## config.mk

```make
export PLATFORM = sky130hd
export DESIGN_NAME = uart_rx_ctrl
export DESIGN_NICKNAME = d
export VERILOG_FILES = /design/src/rtl/uart_rx_ctrl.sv
export SDC_FILE = /design/constraint.sdc
export NUM_CORES = 1
export LEC_CHECK = 0
export CAP_MARGIN = 20
export CORE_UTILIZATION = 45
export CTS_BUF_LIST = sky130_fd_sc_hd__clkbuf_8
export DETAILED_ROUTE_END_ITERATION = 10
export DONT_BUFFER_PORTS = 1
export PLACE_DENSITY_LB_ADDON = 0.3
export SETUP_SLACK_MARGIN = 0.4
export SYNTH_ARGS = -nofsm -noshare
export SYNTH_HDL_FRONTEND = slang
export SYNTH_SLANG_ARGS = --single-unit
export TNS_END_PERCENT = 100
```

## constraint.sdc

```tcl
create_clock -name clk -period 3.7 [get_ports clk]
set_input_delay 0.74 -clock clk [delete_from_list [all_inputs] [get_ports clk]]
set_output_delay 0.74 -clock clk [all_outputs]
set_load 0.02 [all_outputs]
```

## src/rtl/uart_rx_ctrl.sv

```systemverilog
// Receive controller for uart_rx: byte FIFO, DATA/STATUS/CTRL/COUNT registers, level IRQ.
// Optional idle timeout flag is compiled in when UART_RX_CTRL_TIMEOUT_EN is defined.
module uart_rx_ctrl #(
  parameter int FIFO_DEPTH     = 16,
  parameter int IRQ_THRESHOLD  = 1,
  parameter int TIMEOUT_CYCLES = 8680
) (
  input  logic       clk,
  input  logic       rst_n,
  input  logic [7:0] rx_data,
  input  logic       rx_ready,
  input  logic       bus_cs,
  input  logic       bus_we,
  input  logic [1:0] bus_addr,
  input  logic [7:0] bus_wdata,
  output logic [7:0] bus_rdata,
  output logic       irq
);

  localparam int PW = $clog2(FIFO_DEPTH);
  localparam int CW = PW + 1;

  typedef enum logic [1:0] {
    REG_DATA   = 2'd0,
    REG_STATUS = 2'd1,
    REG_CTRL   = 2'd2,
    REG_COUNT  = 2'd3
  } reg_addr_e;

  logic [7:0]    mem [FIFO_DEPTH];
  logic [PW-1:0] wr_ptr_q, wr_ptr_d, rd_ptr_q, rd_ptr_d;
  logic [CW-1:0] count_q, count_d;
  logic          overrun_q, overrun_d;
  logic          ie_q, ie_d;
  logic          irq_q, irq_d;
  logic          rx_ready_q;
  logic          timeout_q;

  reg_addr_e addr;
  logic      wr_acc, rd_acc, empty, full, push_edge, flush, pop_ok, push_ok, overrun_set, st_w1c;

  assign addr        = reg_addr_e'(bus_addr);
  assign wr_acc      = bus_cs & bus_we;
  assign rd_acc      = bus_cs & ~bus_we;
  assign empty       = (count_q == '0);
  assign full        = (count_q == CW'(FIFO_DEPTH));
  assign push_edge   = rx_ready & ~rx_ready_q;
  assign flush       = wr_acc & (addr == REG_CTRL) & bus_wdata[1];
  assign st_w1c      = wr_acc & (addr == REG_STATUS);
  assign pop_ok      = rd_acc & (addr == REG_DATA) & ~empty;
  // A pop in the same clk frees the slot, so a full FIFO still accepts the byte.
  assign push_ok     = push_edge & ~flush & (~full | pop_ok);
  assign overrun_set = push_edge & ~flush & full & ~pop_ok;

  always_comb begin
    // NOTE: every combinational output gets a default first so no path leaves it unassigned (no latch).
    wr_ptr_d  = wr_ptr_q;
    rd_ptr_d  = rd_ptr_q;
    count_d   = count_q;
    overrun_d = overrun_q;
    ie_d      = ie_q;
    if (flush) begin
      wr_ptr_d  = '0;
      rd_ptr_d  = '0;
      count_d   = '0;
      overrun_d = 1'b0;
    end else begin
      if (push_ok) wr_ptr_d = wr_ptr_q + 1'b1;
      if (pop_ok)  rd_ptr_d = rd_ptr_q + 1'b1;
      count_d = count_q + CW'(push_ok) - CW'(pop_ok);
      if (st_w1c && bus_wdata[2]) overrun_d = 1'b0;
      if (overrun_set)            overrun_d = 1'b1;
    end
    if (wr_acc && addr == REG_CTRL) ie_d = bus_wdata[0];
    irq_d = ie_q & ((count_q >= CW'(IRQ_THRESHOLD)) | overrun_q | timeout_q);
  end

  always_ff @(posedge clk or negedge rst_n) begin
    // NOTE: state registers use non-blocking assignments so all flops update together at the edge.
    if (!rst_n) begin
      wr_ptr_q   <= '0;
      rd_ptr_q   <= '0;
      count_q    <= '0;
      overrun_q  <= 1'b0;
      ie_q       <= 1'b0;
      irq_q      <= 1'b0;
      rx_ready_q <= 1'b0;
    end else begin
      wr_ptr_q   <= wr_ptr_d;
      rd_ptr_q   <= rd_ptr_d;
      count_q    <= count_d;
      overrun_q  <= overrun_d;
      ie_q       <= ie_d;
      irq_q      <= irq_d;
      rx_ready_q <= rx_ready;
    end
  end

  // NOTE: storage is not reset; count/pointers define validity and empty reads return 0x00.
  always_ff @(posedge clk) begin
    if (push_ok) mem[wr_ptr_q] <= rx_data;
  end

`ifdef UART_RX_CTRL_TIMEOUT_EN
  localparam int IW = $clog2(TIMEOUT_CYCLES + 1);
  logic [IW-1:0] idle_q, idle_d;
  logic          timeout_d;

  always_comb begin
    idle_d    = idle_q;
    timeout_d = timeout_q;
    if (push_ok || pop_ok || flush || empty) idle_d = '0;
    else if (idle_q != IW'(TIMEOUT_CYCLES))  idle_d = idle_q + 1'b1;
    if (flush) begin
      timeout_d = 1'b0;
    end else begin
      if (st_w1c && bus_wdata[3]) timeout_d = 1'b0;
      // Set only on the transition into the limit; a held counter must not re-arm a cleared flag.
      if (idle_q != IW'(TIMEOUT_CYCLES) && idle_d == IW'(TIMEOUT_CYCLES)) timeout_d = 1'b1;
    end
  end

  always_ff @(posedge clk or negedge rst_n) begin
    if (!rst_n) begin
      idle_q    <= '0;
      timeout_q <= 1'b0;
    end else begin
      idle_q    <= idle_d;
      timeout_q <= timeout_d;
    end
  end
`else
  assign timeout_q = 1'b0;
`endif

  always_comb begin
    bus_rdata = 8'h00;
    if (bus_cs) begin
      case (addr)
        REG_DATA:   bus_rdata = empty ? 8'h00 : mem[rd_ptr_q];
        REG_STATUS: bus_rdata = {4'b0, timeout_q, overrun_q, full, ~empty};
        REG_CTRL:   bus_rdata = {7'b0, ie_q};
        REG_COUNT:  bus_rdata = 8'(count_q);
        default:    bus_rdata = 8'h00;
      endcase
    end
  end

  assign irq = irq_q;

endmodule
```

==> run_results.csv <==
group,metric,value,unit
run_status,status,"finished, final reports clean",
pwr,p_per_area,656,mW/mm^2
yosys,synth.distinct_cells,45,
cts,ctsLongestPathBuffers,2,
timing,max_freq,316,MHz
die,num_io_pins,32,
yosys,synthTopCellsByArea,"edfxtp_1 62%, mux4_2 12%, dfrtp_1 6.9%",
timing,hold-worst-slack,324,ps
timing,skew,9.52,ps
critical_path,cp_slowest_stage_delay,550,ps
cells_and_area,final_util,52.4,%
yosys,syn_avg_cell_area,17.8,sq um
yosys,synth_edf_count,128,
routing,ant_nets,0,
cells_and_area,n_antenna_cell,0,
grt,grt.overflow.total,0,
grt,first_global_vias,3270,
die,dieArea,0.0142,sq mm
yosys,ys_warn_count,0,
cells_and_area,area_delta_synth_final,13.0,%
yosys,synthFlopType,"edfxtp_1",
routing,vias,3163,
routing,drt_first_pass_iters,4,
die,dieHeight,119,microns
cts,clock-sinks,145,
cells_and_area,nets,418,
critical_path,path_cells,"buf_4 -> mux4_2 -> mux4_2 -> nand2_1 -> a21oi_1",
grt,grt_use_total,19.3,%
critical_path,crit_type,"reg2out",
cts,path_clk_slew,70,ps
cts,cts_tree,"built",
timing,post-route-min-period,3170,ps
timing,worst_pin_slew,773,ps
place,gp_congestion,0.837,
routing,wl_per_cell,22.3,microns
timing,fin_crit_sh,85.6,%
critical_path,endpoint_kind,"primary output",
job,maxCapViolCount,0,
cells_and_area,drive_gt1_share,28.6,%
yosys,ys_seq_area_share,68.9,%
cts,clk_latency,440,ps
critical_path,crit_slowest_cell,"dfrtp_4",
cts,htreeDepth,4,
min_path,worstHoldPathType,"in2reg",
place,dp_hpwl,8040,microns
routing,drt_wl_total,12700,microns
timing,finalSetupTns,0,ps
routing,drc,0,
critical_path,required,2960,ps
die,coreArea,0.0133,sq mm
timing,drv_slew,0,
cts,clockRootBuffer,"clkbuf_8",
pwr,fin_total_pwr,4.59,mW
cts,numCtsBuffers,17,
yosys,syn_inst,347,
die,die_width,119,microns
critical_path,cpMostUsedCell,"mux4_2",
timing,rsz0062_at_grt,"yes",
critical_path,arrival,2430,ps
routing,drt_first_iter_violations,275,
yosys,ys_ff_latch,145,
cells_and_area,final_common_cell,"edfxtp_1",
critical_path,cp-start-kind,"flop",
timing,max_slew_margin,48.3,%
die,num_rows,42,
cells_and_area,final_cell_mix,"128 x edfxtp_1, 34 x mux4_2, 31 x buf_4",
grt,grt_pass1_wl,19300,microns
grt,grt_max_degree,28,
critical_path,cp_max_fo,10,
place,io_buffers,0,
cells_and_area,stdcell_count,568,
routing,via_per_inst,5.57,
grt,antenna_found_initial,0,
place,numPlacedInstances,528,
yosys,yosysTopAreaCellShare,62.1,%
timing,hold_viol,0,
timing,setup_viol,0,
pwr,leakagePower,2.35,nW
die,initial_core_util,46.4,%
pwr,irDropWorstVdd,0.248,mV
yosys,postSynth.asyncResetShare,11.7,%
yosys,synthesis.area,0.00619,sq mm
yosys,synth_largest_area_cell,"edfxtp_1",
yosys,synth_nets,385,
where the power goes:
| part | switching (mW) | internal, mW | leakage, nW |
|---|---|---|---|
| clock network | 0.588 | 0.662 | 0.205 |
| logic | 0.598 | 0.662 | 0.781 |
| registers | 0.156 | 1.92 | 1.36 |
path summary, 6_finish.rpt:
path / startpoint / endpoint / slack (ps) / cells after the start
min in group asynchronous: rst_n / ie_q / 810 / 1
setup reg to reg: count_q[2] / count_q[4] / 710 / 14
hold / removal: rx_ready / rx_ready_q / 320 / 0
hold reg to reg: ie_q / ie_q / 580 / 1
setup / recovery: rd_ptr_q[2] / bus_rdata[2] / 530 / 5
max in group asynchronous: rst_n / rd_ptr_q[2] / 2320 / 1
critical path, delay by kind of cell, from the launching register on:
kind                   cells  cell delay (ps)
AO/OA/AOI/OAI              1              170
AND/OR/NAND/NOR            1               90
buffers and inverters      1              170
multiplexers               2             1010
flip-flops                 1              550
per-stage QoR:
stage	cell area, sq um	setup WS (ps)
2_1_floorplan	6190	517
3_5_place_dp	6520	430
3_3_place_gp	6520	467
5_1_grt	7000	367
6_report	7000	533
4_1_cts	6930	356
kinds of logic after synthesis:
kind of cell,after synthesis,share of synthesized area [%]
adder cells (fa/ha/maj),15,3.15
AO/OA/AOI/OAI,29,3.37
XOR/XNOR,6,0.848
buffers and inverters,34,2.48
multiplexers,47,14.6
flip-flops,145,68.9
AND/OR/NAND/NOR,71,6.65
registers in the layout, summed over array words and instances (netlist names):
signal      count
count_q         5
ie_q            1
overrun_q       1
irq             1
mem           128
wr_ptr_q        4
rx_ready_q      1
rd_ptr_q        4
area by class of cell:
type,count,area [sq um]
inverters,16,60.1
fillers,1084,6350
well taps,176,220
multi-input cells,168,1800
clock buffers,17,234
clock inverters,14,164
flip-flops and latches,145,4280
repair buffers,32,243
cell usage after synthesis (7+ instances only):
cell type  instances
dfrtp_1           17
nand2_1            8
nor2_1            16
a21oi_1            8
clkbuf_1           8
inv_1             14
edfxtp_1         128
and2_1             8
ha_1              14
nand3_1            7
mux2i_1            8
mux4_2            34
timing repair:
item / in CTS / in global routing
gates resized for setup: 2 / 5
endpoints found under the setup margin: 6 / 7
endpoints found under the hold margin: 17 / 0
hold buffers: 1 / 0
buffers inserted: 0 / 8
gates cloned: 0 / 0
per-layer routing:
layer | track usage (%) | vias up | share of wire [%]
met5 | 0 | - | 0
met4 | 7.89 | 0 | 0.86
met3 | 4.84 | 6 | 4.1
met2 | 31.5 | 73 | 51
met1 | 24.8 | 1650 | 44
li1 | - | 1434 | -
Note: power is estimated with default switching activity, not from simulation.
